File: config.mk
export PLATFORM = sky130hd
export DESIGN_NAME = time_edit_scheduler
export DESIGN_NICKNAME = d
export VERILOG_FILES = /design/src/rtl/time_edit_scheduler.sv
export SDC_FILE = /design/constraint.sdc
export NUM_CORES = 1
export LEC_CHECK = 0
export ABC_CLOCK_PERIOD_IN_PS = 13680
export CORE_UTILIZATION = 40
export CTS_BUF_LIST = sky130_fd_sc_hd__clkbuf_8
export DETAILED_ROUTE_END_ITERATION = 8
export HOLD_SLACK_MARGIN = 0.05
export PLACE_DENSITY = 0.59
export SYNTH_ARGS = -nofsm -noshare
export SYNTH_HDL_FRONTEND = slang
export SYNTH_SLANG_ARGS = --single-unit
File: constraint.sdc
create_clock -name clk_i -period 13.68 [get_ports clk_i]
set_clock_uncertainty 0.05 [all_clocks]
set_input_delay 2.736 -clock clk_i [delete_from_list [all_inputs] [get_ports clk_i]]
set_output_delay 2.736 -clock clk_i [all_outputs]
set_load 0.005 [all_outputs]
File: src/rtl/time_edit_scheduler.sv
// Edit-key front end for the HH:MM counter: sync/debounce, per-key press queue,
// round-robin command issue over valid/ready, and set-mode blink blanking. Optional AUTOREPEAT_EN.
module time_edit_scheduler #(
  parameter int DEBOUNCE_CYCLES = 500000,
  parameter int CNT_W           = 19,
  parameter int REPEAT_DELAY    = 25000000,
  parameter int REPEAT_PERIOD   = 10000000
) (
  input  logic       clk_i,
  input  logic       reset_i,
  input  logic       set_mode_i,
  input  logic [3:0] key_n_i,
  input  logic [3:0] decisec_i,
  input  logic       cmd_ready_i,
  output logic       cmd_valid_o,
  output logic [1:0] cmd_op_o,
  output logic       sec_clear_o,
  output logic [3:0] pending_o,
  output logic [7:0] drop_count_o,
  output logic       blank_o
);
  typedef enum logic [1:0] {IDLE, OFFER, GAP} state_t;

  state_t     state_q;
  logic       cmd_valid_q;
  logic [1:0] cmd_op_q, ptr_q;
  logic [3:0] pending_q, pend_d, ev;
  logic [7:0] drop_q, drop_d;
  logic [2:0] ndrop;
  logic [8:0] dsum;
  logic       blank_q, accept, sel_found;
  logic [1:0] sel_op, idx;

  assign accept = cmd_valid_q && cmd_ready_i;

`ifdef AUTOREPEAT_EN
  localparam int HW = $clog2(REPEAT_DELAY + 1);
`else
  logic unused_rpt;
  assign unused_rpt = (REPEAT_DELAY > REPEAT_PERIOD);
`endif

  for (genvar k = 0; k < 4; k++) begin : g_key
    logic             s1_q, s2_q, deb_q, press;
    logic [CNT_W-1:0] cnt_q;

    // press fires on the same edge the debounced level falls
    assign press = deb_q && !s2_q && (cnt_q == CNT_W'(DEBOUNCE_CYCLES - 1));

    always_ff @(posedge clk_i) begin
      if (reset_i) begin
        s1_q  <= 1'b1;
        s2_q  <= 1'b1;
        deb_q <= 1'b1;
        cnt_q <= '0;
      end else begin
        s1_q <= key_n_i[k];
        s2_q <= s1_q;
        if (s2_q == deb_q) cnt_q <= '0;
        else if (cnt_q == CNT_W'(DEBOUNCE_CYCLES - 1)) begin
          deb_q <= s2_q;
          cnt_q <= '0;
        end else cnt_q <= cnt_q + 1'b1;
      end
    end

`ifdef AUTOREPEAT_EN
    logic [HW-1:0] hold_q;
    logic          rpt;
    // reload so that later repeats land REPEAT_PERIOD apart
    assign rpt = set_mode_i && !deb_q && (hold_q == HW'(REPEAT_DELAY - 1));
    always_ff @(posedge clk_i) begin
      if (reset_i || deb_q || !set_mode_i) hold_q <= '0;
      else if (rpt)                        hold_q <= HW'(REPEAT_DELAY - REPEAT_PERIOD);
      else                                 hold_q <= hold_q + 1'b1;
    end
    assign ev[k] = press | rpt;
`else
    assign ev[k] = press;
`endif
  end

  always_comb begin
    pend_d = pending_q;
    ndrop  = '0;
    if (accept) pend_d[cmd_op_q] = 1'b0;
    // a press landing on the accept cycle re-arms the key instead of counting a drop
    for (int k = 0; k < 4; k++) begin
      if (ev[k]) begin
        if (pending_q[k] && !(accept && cmd_op_q == 2'(k))) ndrop = ndrop + 3'd1;
        pend_d[k] = 1'b1;
      end
    end
    if (!set_mode_i) begin
      pend_d = '0;
      ndrop  = '0;
    end
    dsum   = {1'b0, drop_q} + {6'b0, ndrop};
    drop_d = dsum[8] ? 8'hFF : dsum[7:0];
  end

  always_comb begin
    sel_found = 1'b0;
    sel_op    = ptr_q;
    idx       = ptr_q;
    for (int i = 1; i <= 4; i++) begin
      idx = ptr_q + 2'(i);
      if (!sel_found && pending_q[idx]) begin
        sel_found = 1'b1;
        sel_op    = idx;
      end
    end
  end

  always_ff @(posedge clk_i) begin
    if (reset_i) begin
      pending_q <= '0;
      drop_q    <= '0;
      blank_q   <= 1'b0;
    end else begin
      pending_q <= pend_d;
      drop_q    <= drop_d;
      blank_q   <= set_mode_i && (decisec_i < 4'd5);
    end
  end

  always_ff @(posedge clk_i) begin
    if (reset_i) begin
      state_q     <= IDLE;
      cmd_valid_q <= 1'b0;
      cmd_op_q    <= 2'd0;
      ptr_q       <= 2'd3;
    end else begin
      case (state_q)
        IDLE: if (set_mode_i && sel_found) begin
          cmd_op_q    <= sel_op;
          cmd_valid_q <= 1'b1;
          state_q     <= OFFER;
        end
        OFFER: if (accept) begin
          cmd_valid_q <= 1'b0;
          ptr_q       <= cmd_op_q;
          state_q     <= GAP;
        end else if (!set_mode_i) begin
          cmd_valid_q <= 1'b0;
          state_q     <= IDLE;
        end
        GAP:     state_q <= IDLE;
        default: state_q <= IDLE;
      endcase
    end
  end

  assign cmd_valid_o  = cmd_valid_q;
  assign cmd_op_o     = cmd_op_q;
  assign sec_clear_o  = cmd_valid_q && !cmd_op_q[1];
  assign pending_o    = pending_q;
  assign drop_count_o = drop_q;
  assign blank_o      = blank_q;
endmodule
==> results of run 1 <==
==> placed cells by master, fill, tap and decap left out, types with 17 or more instances in the layout <==
master / instances
dfxtp_1: 108
nand3_1: 33
nand2_1: 31
xnor2_1: 30
nor2_1: 102
a21oi_1: 17
clkdlybuf4s50_1: 28
inv_1: 21
xor2_1: 39
==> cells by family after synthesis <==
logic type               after synthesis
AND/OR/NAND/NOR                      277
flip-flops                           108
XOR/XNOR                              70
AO/OA/AOI/OAI                         44
buffers and inverters                 34
adder cells (fa/ha/maj)               15
multiplexers                           3
==> power by group <==
part,internal [mW],total (mW),switching (mW)
registers,0.316,0.316,0.000626
logic,0.00507,0.0107,0.00561
clock network,0.112,0.219,0.107
total,0.433,0.546,0.113
==> metal layers <==
| layer | vias to the layer above | track usage | wire [µm] |
|---|---|---|---|
| li1 | 1930 | - | - |
| met1 | 1734 | 0.184 | 4310 |
| met2 | 37 | 0.281 | 4520 |
| met3 | 5 | 0.0491 | 298 |
| met4 | 0 | 0.0480 | 89 |
| met5 | - | 0 | 0 |
==> flip-flops by register name, summed over array words and instances (netlist names) <==
signal	cells
state_q	2
g_key.s1_q	4
ptr_q	2
g_key.cnt_q	76
drop_count_o	8
cmd_op_o	2
blank_o	1
g_key.s2_q	4
pending_o	4
cmd_valid_o	1
g_key.deb_q	4
==> cell type report <==
| type | instances | area, µm² |
|---|---|---|
| multi-input cells | 409 | 2560 |
| well taps | 143 | 179 |
| clock buffers | 11 | 151 |
| clock inverters | 4 | 72.6 |
| fillers | 1150 | 6170 |
| repair buffers | 29 | 288 |
| flip-flops and latches | 108 | 2160 |
| inverters | 21 | 78.8 |
==> stage by stage <==
stage | hold WS (ps) | cell area (µm²) | instances
floorplan | 339 | 4880 | 551
global placement | 348 | 5270 | 710
detailed placement | 343 | 5270 | 710
CTS | 364 | 5490 | 725
global route | 375 | 5490 | 725
finish | 361 | 5490 | 725
==> worst reg2reg max path, stage by stage (launching register included) <==
cell and delay, ps:
dfxtp_1 410, or4b_1 460, or4_4 580, nor3_4 220, ha_1 250, mux2i_1 270, inv_1 80, ha_1 270
nand4_1 110, nand2b_1 70, ha_1 300, o221ai_1 160, fa_1 440, inv_1 70, a21oi_1 110, nor3b_1 320
nand3_1 260, a21oi_1 220
==> how the worst max path moves through the flow <==
stage / start / end / slack [ps] / cells past startpoint
4_1_cts: cmd_ready_i / drop_count_o[1] / 7050 / 18
6_report: cmd_ready_i / drop_count_o[1] / 7040 / 18
2_1_floorplan: cmd_ready_i / drop_count_o[0] / 7630 / 17
3_3_place_gp: cmd_ready_i / drop_count_o[1] / 6850 / 18
3_5_place_dp: cmd_ready_i / drop_count_o[1] / 6630 / 18
5_1_grt: cmd_ready_i / drop_count_o[1] / 6790 / 18
==> metrics.txt, run 1 <==
outcome=completed; Main synth FF type=dfxtp_1; Syn Area/Cell=8.85 µm²; Worst Tran Pin Value=about 670 ps; WL/cell=12.7 µm; largest family of logic cells by synthesized area=simple AND/OR/NAND/NOR gates; postcts setup bufs=0; setup ws final=7040 ps; Pwr Density=99.3 nW/µm²; Crit path required time=between 10000 and 15000 ps; Slew HR=0.555; Sink Count=between 100 and 150; simple-gate share of the synthesized area=0.293; hold_sp=g_key[2].s1_q; Critical Path, Cell by Cell=clkdlybuf4s50_1, nand2_1, o31ai_1, nor3_4, ha_1, mux2i_1, inv_1, ha_1, nand4_1, nand2b_1, ha_1, o221ai_1, fa_1, inv_1, a21oi_1, nor3b_1, nand3_1, a21oi_1; I/O pin total=29; CTS tree=built; starting DRC count in detailed routing=approximately 190; post-synthesis cell area=about 4900 µm²; Crit path largest cell delay=520 ps; largest cells by area after synthesis=dfxtp_1 (44%), nor2_1 (7.9%), xor2_1 (7.0%), xnor2_1 (5.4%), ha_1 (3.6%); dpl hpwl=roughly 6.5 mm; TritonCTS buffer count=9; via count=around 3700; initial antenna violation count=0; Clock Path Buffers=2; unrepaired setup endpoints after global routing=false; CP Capture Type=flop; post-synthesis mux area share=0.00616; Critical R2R Launch=g_key[0].cnt_q[8]; FMAX=roughly 150 MHz; compound-cell area share of the yosys netlist=0.0570; # nets final=slightly above 600; Setup WS pre-CTS=6630 ps; vias per cell=5.11; Post-Synth Adder-Cell Area=0.0400; count leader, synth=dfxtp_1; largest net degree at the start of global routing=33; leakage=about 1.9 nW; Crit path max-delay family=adder cells; gp weighted congestion=between 0.7 and 0.8; drt pass-1 iters=4; EDFF count, synth=0; max cap viols=0; Clk Latency, worst-skew pair=between 300 and 400 ps; DRC=0; CP arrival=between 6000 and 7000 ps; Crit path top cell by count=ha_1; post-cts resize count=0; FF+latch count, synth=about 110; flop-to-flop setup slack=between 8000 and 9000 ps; Final TNS setup=0 ps; clk root buf=clkbuf_8; first-pass GRT wire length=roughly 16 mm; crit start category=input pin; post-synth net total=roughly 580; max-slew violation count=0; Hold EP=g_key[2].s2_q; terminus of the critical flop-to-flop path=drop_count_o[1]; total global-route track usage=0.159; vias in the first global route=around 3600; Post-Synth XOR/XNOR Area=0.129; core area=about 12000 µm²; num rows=39; synth warn=0; hold_buf cts=0; Ant. Diodes=0; share of cells above drive strength 1=0.0533; Final Power=~0.55 mW; area grow syn2layout=12.7%; # port buffers=28; fraction of registers with async set/reset=0; Die Width=~110 µm; Setup CP Type=in -> reg; number of H-tree levels=3; Synth area leader=dfxtp_1; Syn Inst Count=551; hold path cells=1; Buf/Inv on CP=3; Distinct cells, synth=51; ANT nets after route=0; height of the die=approximately 110 µm; Util after Layout=0.471; Starting Density=0.418; Tcrit/Tclk final=0.485; Clock transition at path regs=roughly 100 ps; total gr overflow=0; Min-Delay Path Class=reg -> reg; DIE AREA=12600 µm²; sequential cell area fraction in the yosys report=0.443; Critical-path top delay cell=clkdlybuf4s50_1; setup violators final=0; top cell type's share of synthesized area=0.443; reg2reg path depth=17; Period minus WS final=6640 ps; Post-synth top cells=dfxtp_1 (108), nor2_1 (102), xor2_1 (39); Final Hold Fails=0; CP Max Fanout=6; Worst VDD drop=approximately 0.076 mV; final WL=9.22 mm
No activity file was read; power rests on OpenSTA's default activity.
==> run 2: changes to the inputs <==
ABC_CLOCK_PERIOD_IN_PS = 7000   (was 13680)
clock period = 7 ns   (was 13.68 ns; I/O delays follow)
==> run 2 against run 1 <==
Clock power up 53%; cell count up 0.14%; largest cell class unchanged; core utilization down 0.51 points; critical endpoint unchanged; via count up 1.4%; highest routed layer unchanged; global-route usage down 0.070 points; non-clock buffer count unchanged; sequential share of layout area up 0.44 points; die area unchanged; final area down 1.1%.
==> metrics.txt, run 2 (synthesis results as in run 1) <==
setup ws final=1660 ps (-5380 ps); filler instances=1129 (-1.8%); height of the die=112 µm (unchanged); vias per cell=5.18 (+1.3%); leakage=1.88 nW (-0.67%); initial antenna violation count=0 (unchanged); num rows=39 (unchanged); # port buffers=28 (unchanged); Clk Latency, worst-skew pair=380 ps (about the same); WL/cell=12.8 µm (+0.35%); outcome=completed; CP Capture Type=flop; Clock Path Buffers=2 (unchanged); via count=3758 (+1.4%); Clock transition at path regs=100 ps (about the same); Setup WS pre-CTS=1290 ps (-5340 ps); total global-route track usage=0.158 (-0.000697); most common cell after layout, fill and taps aside=dfxtp_1; Crit path max-delay family=adder cells; Critical-path top delay cell=clkdlybuf4s50_1; number of H-tree levels=3 (unchanged); first-pass GRT wire length=16.1 mm (-0.85%); vias in the first global route=3620 (-0.36%); total gr overflow=0 (unchanged); # nets final=605 (unchanged); CP arrival=5600 ps (-1300 ps); Starting Density=0.418 (unchanged); max cap viols=0 (unchanged); Final Hold Fails=0 (unchanged); area grow syn2layout=11.4%; setup violators final=0 (unchanged); Pwr Density=179 nW/µm² (+81%); Die Width=112 µm (unchanged); clk root buf=clkbuf_8; TritonCTS buffer count=9 (unchanged); gp weighted congestion=0.777 (unchanged); leading cell types in the layout, fill and taps excluded=dfxtp_1 (108), nor2_1 (102), xor2_1 (39), nand3_1 (33), nand2_1 (31); crit start category=input pin; Final TNS setup=0 ps (unchanged); final WL=9.27 mm (+0.49%); Min-Delay Path Class=reg -> reg; Buf/Inv on CP=3 (unchanged); Slew HR=0.566 (+0.0107); largest net degree at the start of global routing=33 (unchanged); starting DRC count in detailed routing=170 (-8.1%); ANT nets after route=0 (unchanged); post-cts resize count=0 (unchanged); max reg flops=76 (unchanged); postcts setup bufs=0 (unchanged); Setup CP Type=in -> reg; drt pass-1 iters=5 (+1); I/O pin total=29 (unchanged); max-slew violation count=0 (unchanged); hold_buf cts=0 (unchanged); Ant. Diodes=0 (unchanged); dpl hpwl=6.56 mm (+0.21%); Crit path required time=7260 ps (-6680 ps); Crit path largest cell delay=520 ps (about the same); unrepaired setup endpoints after global routing=false; Crit path top cell by count=ha_1; DIE AREA=12600 µm² (unchanged); core area=11700 µm² (unchanged); share of cells above drive strength 1=0.0463 (-0.00695); Critical Path, Cell by Cell=clkdlybuf4s50_1, nand2_1, o31ai_1, nor3_4, ha_1, mux2i_1, inv_1, ha_1, nand4_1, nand2b_1, ha_1, o221ai_1, fa_1, inv_1, a21oi_1, nor3b_1, nand3_1, a21oi_1; Worst VDD drop=0.149 mV (+95%); CP Max Fanout=6 (unchanged); FMAX=187 MHz; Tcrit/Tclk final=0.763; CTS tree=built; DRC=0 (unchanged); Worst Tran Pin Value=652 ps (-16.1 ps); Biggest register=g_key.cnt_q; Period minus WS final=around 5300 ps; Sink Count=108 (unchanged)
[run 2: cell count changes in the layout (fill, tap and decap cells not counted)]
| cell | previous run | this run |
|---|---|---|
| bufinv_16 | 2 | 0 |
| clkbuf_8 | 11 | 10 |
| clkinv_2 | 1 | 0 |
| inv_1 | 21 | 26 |
[run 2: area by class of cell]
| class | count | area (µm²) | area share |
|---|---|---|---|
| clock buffer | 10 | 138 | 0.0253 |
| clock inverter | 6 | 26.3 | 0.00484 |
| inverter | 21 | 78.8 | 0.0145 |
| multi-input combinational | 409 | 2560 | 0.471 |
| sequential | 108 | 2160 | 0.398 |
| tap | 143 | 179 | 0.0329 |
| timing repair buffer | 29 | 288 | 0.0530 |
[run 2: through the flow]
stage / power [mW] / hold slack (ps) / util / area [µm²] / cells
floorplan: 0.644 / 339 / - / 4880 / 551
global placement: 0.653 / 348 / 0.452 / 5270 / 710
detailed placement: 0.654 / 345 / 0.452 / 5270 / 710
CTS: 0.991 / 369 / 0.466 / 5430 / 726
global route: 1.02 / 380 / 0.466 / 5430 / 726
finish: 0.975 / 365 / 0.466 / 5430 / 726
[run 2: worst paths after layout]
path                                        start              end  slack (ps)  depth (start not counted)
worst max-delay path                  cmd_ready_i  drop_count_o[1]        1660                         18
worst min-delay path                g_key[1].s1_q    g_key[1].s2_q         360                          1
worst max register to register  g_key[0].cnt_q[8]  drop_count_o[1]        2230                         17
worst min register to register      g_key[1].s1_q    g_key[1].s2_q         360                          1
[run 2: report_power, final]
group          internal [mW]  switching (mW)
Sequential             0.617         0.00122
Clock                  0.133           0.203
Combinational        0.00992          0.0109
Total                  0.760           0.215
[run 2: metal layers]
metal  routed length, µm  global-route usage
met5                   0                   0
met4                 105              0.0453
met3                 379              0.0513
met2                4490               0.280
met1                4290               0.183
